`config.mk`:
```
export PLATFORM = sky130hd
export DESIGN_NAME = xor_down_stage
export DESIGN_NICKNAME = d
export VERILOG_FILES = /design/src/rtl/xor_down_stage.sv
export SDC_FILE = /design/constraint.sdc
export NUM_CORES = 1
export LEC_CHECK = 0
export BUFFER_PORTS_ARGS = -buffer_cell sky130_fd_sc_hd__buf_2
export CORE_AREA = 4 4 297 299
export DETAILED_ROUTE_END_ITERATION = 7
export DIE_AREA = 0 0 301 303
export GPL_TIMING_DRIVEN = 0
export MAX_ROUTING_LAYER = met4
export SYNTH_ARGS = -nofsm -noshare
export SYNTH_HDL_FRONTEND = slang
export SYNTH_SLANG_ARGS = --single-unit
```
`constraint.sdc`:
```
create_clock -name clock_i -period 3.5 [get_ports clock_i]
set_clock_uncertainty 0.1 [all_clocks]
set_input_delay 0.7 -clock clock_i [delete_from_list [all_inputs] [get_ports clock_i]]
set_output_delay 0.7 -clock clock_i [all_outputs]
set_load 0.05 [all_outputs]
```
`src/rtl/xor_down_stage.sv`:
```
// rtl/xor_down_stage.sv - registered key/domain-separation XOR stage with a one-entry valid/ready output
// Lane Si of a state occupies bits [64*i +: 64], so S0 sits in the low bits.
module xor_down_stage #(
    parameter int KEY_W    = 128,
    parameter int DSEP_BIT = 63
) (
    input  logic             clock_i,
    input  logic             reset_i,
    input  logic [KEY_W-1:0] key_i,
    input  logic             key_load_i,
    output logic             key_valid_o,
    input  logic             in_valid_i,
    output logic             in_ready_o,
    input  logic [1:0]       op_i,
    input  logic [319:0]     state_i,
    output logic             out_valid_o,
    input  logic             out_ready_i,
    output logic [319:0]     state_o,
    output logic             err_o,
    input  logic             clr_err_i
);
    typedef enum logic [1:0] {
        OP_PASS     = 2'b00,
        OP_KEY_LOW  = 2'b01,
        OP_DSEP     = 2'b10,
        OP_KEY_HIGH = 2'b11
    } op_e;

    op_e              op;
    logic [KEY_W-1:0] key_r;
    logic [63:0]      kw0;
    logic [63:0]      kw1;
    logic [63:0]      kw2;
    logic             accept;
    logic             key_op;
    logic             key_miss;
    logic [4:0][63:0] lanes;

    generate
        if (KEY_W == 160) begin : g_kw2_wide
            assign kw2 = {32'b0, key_r[KEY_W-1:128]};
        end else if (KEY_W == 128) begin : g_kw2_narrow
            assign kw2 = '0;
        end else begin : g_bad_key_w
            $error("xor_down_stage: KEY_W must be 128 or 160");
        end
        if (DSEP_BIT < 0 || DSEP_BIT > 63) begin : g_bad_dsep_bit
            $error("xor_down_stage: DSEP_BIT must be in 0..63");
        end
    endgenerate

    assign kw0        = key_r[63:0];
    assign kw1        = key_r[127:64];
    assign op         = op_e'(op_i);
    assign in_ready_o = !out_valid_o || out_ready_i;
    assign accept     = in_valid_i && in_ready_o;
    assign key_op     = (op == OP_KEY_LOW) || (op == OP_KEY_HIGH);
    assign key_miss   = accept && key_op && !key_valid_o;

    // A key operation without a loaded key degrades to PASS; err_o reports it.
    always_comb begin
        lanes = state_i;
        case (op)
            OP_KEY_LOW: begin
                if (key_valid_o) begin
                    lanes[3] = lanes[3] ^ kw0;
                    lanes[4] = lanes[4] ^ kw1;
                    lanes[2] = lanes[2] ^ kw2;
                end
            end
            OP_KEY_HIGH: begin
                if (key_valid_o) begin
                    lanes[1] = lanes[1] ^ kw0;
                    lanes[2] = lanes[2] ^ kw1;
                    lanes[0] = lanes[0] ^ kw2;
                end
            end
            OP_DSEP: lanes[4][DSEP_BIT] = ~lanes[4][DSEP_BIT];
            default: lanes = state_i;
        endcase
    end

    always_ff @(posedge clock_i) begin
        if (reset_i) begin
            key_r       <= '0;
            key_valid_o <= 1'b0;
            out_valid_o <= 1'b0;
            state_o     <= '0;
            err_o       <= 1'b0;
        end else begin
            // The result above already used the pre-load key_r.
            if (key_load_i) begin
                key_r       <= key_i;
                key_valid_o <= 1'b1;
            end
            if (accept) begin
                state_o     <= lanes;
                out_valid_o <= 1'b1;
            end else if (out_ready_i) begin
                out_valid_o <= 1'b0;
            end
            if (key_miss) begin
                err_o <= 1'b1;
            end else if (clr_err_i) begin
                err_o <= 1'b0;
            end
        end
    end
endmodule

```
==> results of run 1 <==
==> power by group <==
part	switching [mW]	internal, mW	total, mW
clock network	2.32	3.38	5.70
registers	0.253	5.51	5.76
logic	2.20	0.831	3.03
==> registers in the layout, summed over array words and instances (netlist names) <==
register and flops:
err_o 1, state_o 320, out_valid_o 1, key_r 128, key_valid_o 1
==> worst reg2reg max path, stage by stage (launching register included) <==
cell	delay [ps]
dfxtp_1	300
nor2b_2	190
inv_2	200
buf_2	600
buf_2	510
a21oi_1	140
a211oi_1	260
==> cells by family after synthesis <==
family / Yosys count / share of synthesized area
flip-flops: 451 / 0.4578
multiplexers: 128 / 0.06496
buffers and inverters: 239 / 0.05811
adder cells (fa/ha/maj): 3 / 0.001903
XOR/XNOR: 255 / 0.1132
AND/OR/NAND/NOR: 455 / 0.1077
AO/OA/AOI/OAI: 645 / 0.1964
==> metrics by stage <==
stage | util | hold WS [ps]
after global placement | 0.2941 | 358.7
final | 0.3157 | 235.0
after CTS | 0.3148 | 176.9
after detailed placement | 0.2941 | 363.5
after floorplan | - | 384.6
after global routing | 0.3155 | 210.2
==> metal layers <==
metal	up-vias	track usage	share of wire
met5	-	-	0
met4	0	0.06404	0.026
met3	129	0.05925	0.084
met2	844	0.3601	0.47
met1	9606	0.2729	0.42
li1	9493	-	-
==> synthesized netlist by cell type (all sizes together) <==
library cell	number	area (um2)
nand2b	1	6.260
a311oi	1	8.760
a21oi	322	1612
a21boi	1	7.510
xor2	255	2233
clkbuf	85	319.1
nor2	132	498.0
dfxtp	451	9029
buf	150	812.0
a211oi	255	1914
mux2i	128	1281
nor2b	1	8.760
or3	1	6.260
o21ai	65	325.3
inv	4	15.02
a31oi	1	6.260
nand3	319	1597
or4	1	7.510
ha	3	37.54
==> area by class of cell <==
class / instances / area [um2] / share of cell area
Clock buffer: 73 / 1480 / 0.05507
Timing Repair Buffer: 776 / 3884 / 0.1445
Multi-Input combinational cell: 1486 / 9549 / 0.3553
Antenna cell: 31 / 77.57 / 0.002886
Clock inverter: 20 / 276.5 / 0.01029
Sequential cell: 451 / 9029 / 0.3359
Inverter: 4 / 15.01 / 0.0005586
Tap cell: 1144 / 1431 / 0.05325
Buffer: 235 / 1136 / 0.04227
==> final timing paths <==
check / startpoint / end / depth (start not counted)
setup / recovery: out_valid_o$_SDFFE_PP0P_ / in_ready_o / 5
hold / removal: key_i[32] / key_r[32]$_SDFFE_PP0P_ / 3
setup reg to reg: out_valid_o$_SDFFE_PP0P_ / state_o[177]$_SDFFE_PP0P_ / 6
hold reg to reg: state_o[22]$_SDFFE_PP0P_ / state_o[22]$_SDFFE_PP0P_ / 2
==> impl_metrics.tcl, run 1 <==
set metrics [dict create \
    cp_common_cell "buf_2" \
    layout.cells.non_filler 4220 \
    cts.sinks 451 \
    cts_resized 0 \
    path_delay_family "buffers and inverters" \
    yosysUniqueCellTypes 24 \
    synth_area_um2 19720 \
    htree_levels 2 \
    crit_buf_inv 4 \
    rsz0062_at_grt "false" \
    min_period_over_period 0.8686 \
    rrSetupSlack_ps 1110 \
    grt_pass1_vias 20000 \
    hold_viol_final 0 \
    max_cap_violations 0 \
    min_path_type "primary input to register" \
    drt_iter0_drc 1339 \
    wl_per_cell_um 24.62 \
    synth_nets 2635 \
    gp_congestion 0.8994 \
    nets 3464 \
    core_area_um2 85150 \
    status "finished, final reports clean" \
    path_cells "nor2b_2 -> inv_2 -> buf_2 -> buf_2 -> buf_2" \
    overflow 0 \
    tightest_slew_ps 1286 \
    dr_total_vias 20070 \
    die_width_um 301 \
    worst_path_max_delay_cell "buf_2" \
    die_y_um 303 \
    finalWirelength_um 103900 \
    crit_type "register to primary output" \
    place_area_um2 25040 \
    maxSlewViolCount 0 \
    dr.pass1.iters 5 \
    holdBufCountCts 0 \
    p_per_area_nw_per_um2 539.0 \
    synth_area_per_cell_um2 9.064 \
    cts_setup_buffers 0 \
    final_common_cell "buf_2" \
    final.setup.tns_ps 0 \
    cts.path.max_buffers 3 \
    final_cell_mix "buf_2, dfxtp_1, a21oi_1" \
    synthCells 2176 \
    final_area_um2 26880 \
    fmax_mhz 328.9 \
    worstPathRequired_ps 2700 \
    clk_pin_slew_ps 60 \
    critPathLaunchType "register" \
    place_ws_ps 432.6 \
    grt_max_degree 14 \
    vias_per_cell 4.756 \
    cts_root_buffer "clkbuf_16" \
    grt_usage 0.2224 \
    antenna_found_initial 31 \
    ys_ff_latch 451 \
    fp.dieArea_um2 91200 \
    initial_core_util 0.2316 \
    grt_pass1_wl_um 143600 \
    dp.cells 4096 \
    dp_hpwl_um 82980 \
    clock_latency_ps 600 \
    min_period_ps 3040 \
    n_fill_cell 9236 \
    fp-row-count 107 \
    ys_warn_count 0 \
    cp.arrival_ps 2240 \
    finalPower_mw 14.49 \
    numCtsBuffers 51 \
    slew_headroom 0.1425 \
    portBuffers 776 \
    endpoint_kind "primary output" \
    peakVddDrop_mv 0.3326 \
    cts_tree "built" \
    max_stage_delay_ps 330 \
    drt_drc_violations_left 0 \
    yosysSeqAreaShare 0.4578 \
    ant_nets 0 \
    path_max_fanout 10 \
    fin_ws_ps 459.7 \
    finalSetupViolCount 0 \
    areaGrowthSynthToFinish_pct 36.27 \
    pin_count 780 \
    drive_gt1_frac 0.3287 \
    p_leak_nw 11.43 \
]
(Power assumes the default switching activity.)
==> inputs of run 2 (changes only) <==
--- a/config.mk
+++ b/config.mk
@@ -6,11 +6,12 @@
 export NUM_CORES = 1
 export LEC_CHECK = 0
 export BUFFER_PORTS_ARGS = -buffer_cell sky130_fd_sc_hd__buf_2
-export CORE_AREA = 4 4 297 299
+export CORE_AREA = 4 4 300 302
 export DETAILED_ROUTE_END_ITERATION = 7
-export DIE_AREA = 0 0 301 303
+export DIE_AREA = 0 0 304 306
 export GPL_TIMING_DRIVEN = 0
 export MAX_ROUTING_LAYER = met4
+export SLEW_MARGIN = 15
 export SYNTH_ARGS = -nofsm -noshare
 export SYNTH_HDL_FRONTEND = slang
 export SYNTH_SLANG_ARGS = --single-unit
==> constraint.sdc (replaced) <==
create_clock -name clock_i -period 3 [get_ports clock_i]
set_clock_uncertainty 0.1 [all_clocks]
set_input_delay 0.6 -clock clock_i [delete_from_list [all_inputs] [get_ports clock_i]]
set_output_delay 0.6 -clock clock_i [all_outputs]
set_load 0.05 [all_outputs]
==> run 2 against run 1 <==
  * Hold slack worse by 120 ps
  * Combinational power is 17% higher
  * Power is 17% higher
  * Register-to-register slack worse by 470 ps
  * First-iteration DRC count is 6.3% higher
  * Utilization is 0.89 points lower
  * Die area is 2.0% higher
  * Critical path type unchanged
  * Critical endpoint unchanged
  * Largest cell class unchanged
  * Largest power group unchanged
==> impl_metrics.tcl, run 2 (synthesized netlist as in run 1, its figures left out) <==
set metrics [dict create \
    hp-start "key_i[36]" \
    nets 3467 \
    grt_pass1_wl_um 145900 \
    pin_count 780 \
    final_util 0.3068 \
    cts_root_buffer "clkbuf_16" \
    p_leak_nw 11.45 \
    cts_tree "built" \
    die_y_um 306 \
    grt_usage 0.2194 \
    max_cap_violations 0 \
    finalSetupViolCount 0 \
    rsz0062_at_grt "false" \
    final_cell_mix "buf_2, dfxtp_1, a21oi_1" \
    layout.cells.non_filler 4231 \
    multi_input_area_um2 9549 \
    critPathLaunchType "register" \
    core_area_um2 87690 \
    rrSetupSlack_ps 640 \
    cts_setup_buffers 0 \
    r2r_end "state_o[165]$_SDFFE_PP0P_" \
    worst-r2r-cell-count 6 \
    largestRegisters "state_o (320), key_r (128)" \
    area.sequential_um2 9029 \
    fmax_mhz 350.8 \
    clk_pin_slew_ps 60 \
    final_area_um2 26900 \
    regMostFlops "state_o" \
    grt_max_degree 15 \
    clock_latency_ps 600 \
    gp_congestion 0.9046 \
    dp.cells 4118 \
    r2r-start "out_valid_o$_SDFFE_PP0P_" \
    antenna_found_initial 30 \
    p_per_area_nw_per_um2 627.9 \
    fp-row-count 109 \
    place_area_um2 25090 \
    status "finished, final reports clean" \
    cts.path.max_buffers 3 \
    initial_core_util 0.2249 \
    drt_iter0_drc 1424 \
    dr.pass1.iters 6 \
    dp_hpwl_um 83080 \
    endpoint_kind "primary output" \
    hold-path-cell-count 3 \
    tightest_slew_ps 1093 \
    numCtsBuffers 53 \
    portBuffers 776 \
    min_path_type "primary input to register" \
    vias_per_cell 4.779 \
    drive_gt1_frac 0.3287 \
    cp.arrival_ps 2150 \
    n_fill_cell 9434 \
    cts.sinks 451 \
    worstPathRequired_ps 2300 \
    overflow 0 \
    path_max_fanout 10 \
    min_period_over_period 0.9502 \
    peakVddDrop_mv 0.3943 \
    die_width_um 304 \
    areaGrowthSynthToFinish_pct 36.41 \
    finalWirelength_um 104600 \
    hold_end "key_r[36]$_SDFFE_PP0P_" \
    crit_type "register to primary output" \
    fp.dieArea_um2 93020 \
    maxSlewViolCount 0 \
    slew_headroom 0.2713 \
    min_period_ps 2851 \
    final_common_cell "buf_2" \
    ant_nets 0 \
    dr_total_vias 20220 \
    drt_drc_violations_left 0 \
    grt_pass1_vias 20110 \
    wl_per_cell_um 24.73 \
    htree_levels 2 \
    largest_reg_flops 320 \
    hold_viol_final 0 \
]
[run 2: layer usage]
metal | wire length (um) | global-route usage | up-vias
met1 | 44360 | 0.2733 | 9693
met3 | 7782 | 0.04877 | 154
li1 | - | - | 9471
met4 | 3425 | 0.06394 | 0
met2 | 49070 | 0.3576 | 900
met5 | 0 | - | -
[run 2: final cells by class]
cell class,count,area share
flip-flops and latches,451,0.3356
repair buffers,777,0.1451
clock inverters,19,0.008696
clock buffers,76,0.05702
diodes,18,0.001674
well taps,1165,0.05418
inverters,4,0.0005581
multi-input cells,1486,0.3549
plain buffers,235,0.04227
[run 2: critical path: stages (launching register included)]
cell,delay (ps)
dfxtp_1,300
nor2b_2,170
inv_2,190
buf_4,290
buf_2,270
buf_2,310
[run 2: what timing repair did]
item	4_1_cts	5_1_grt
gates resized for setup	1	0
setup endpoints to repair	1	0
hold buffers	0	0
[run 2: stage by stage]
step | setup TNS, ps | setup slack [ps] | hold slack [ps] | power (mW)
4_1_cts | 0 | 98.08 | 66.42 | 17.07
5_1_grt | 0 | 69.06 | 89.99 | 17.53
3_3_place_gp | -16790 | -458.8 | 356.8 | 10.36
2_1_floorplan | 0 | 928.5 | 384.6 | 9.003
3_5_place_dp | -137.3 | -77.80 | 359.9 | 10.40
6_report | 0 | 149.5 | 118.7 | 16.89
[run 2: where the power goes]
group          leakage (nW)  switching [mW]  internal [mW]
Sequential             3.74           0.287           6.42
Clock                 0.869            2.74           3.90
Combinational          6.84            2.57          0.973
[run 2: how the worst max path moves through the flow]
stage                                   startpoint                         to  slack [ps]  cells after the start
after floorplan           out_valid_o$_SDFFE_PP0P_                 in_ready_o         930                      4
after global placement                     reset_i  state_o[177]$_SDFFE_PP0P_        -460                      4
after detailed placement                   op_i[1]  state_o[220]$_SDFFE_PP0P_         -80                      8
after CTS                 out_valid_o$_SDFFE_PP0P_                 in_ready_o         100                      5
after global routing      out_valid_o$_SDFFE_PP0P_                 in_ready_o          70                      5
final                     out_valid_o$_SDFFE_PP0P_                 in_ready_o         150                      5
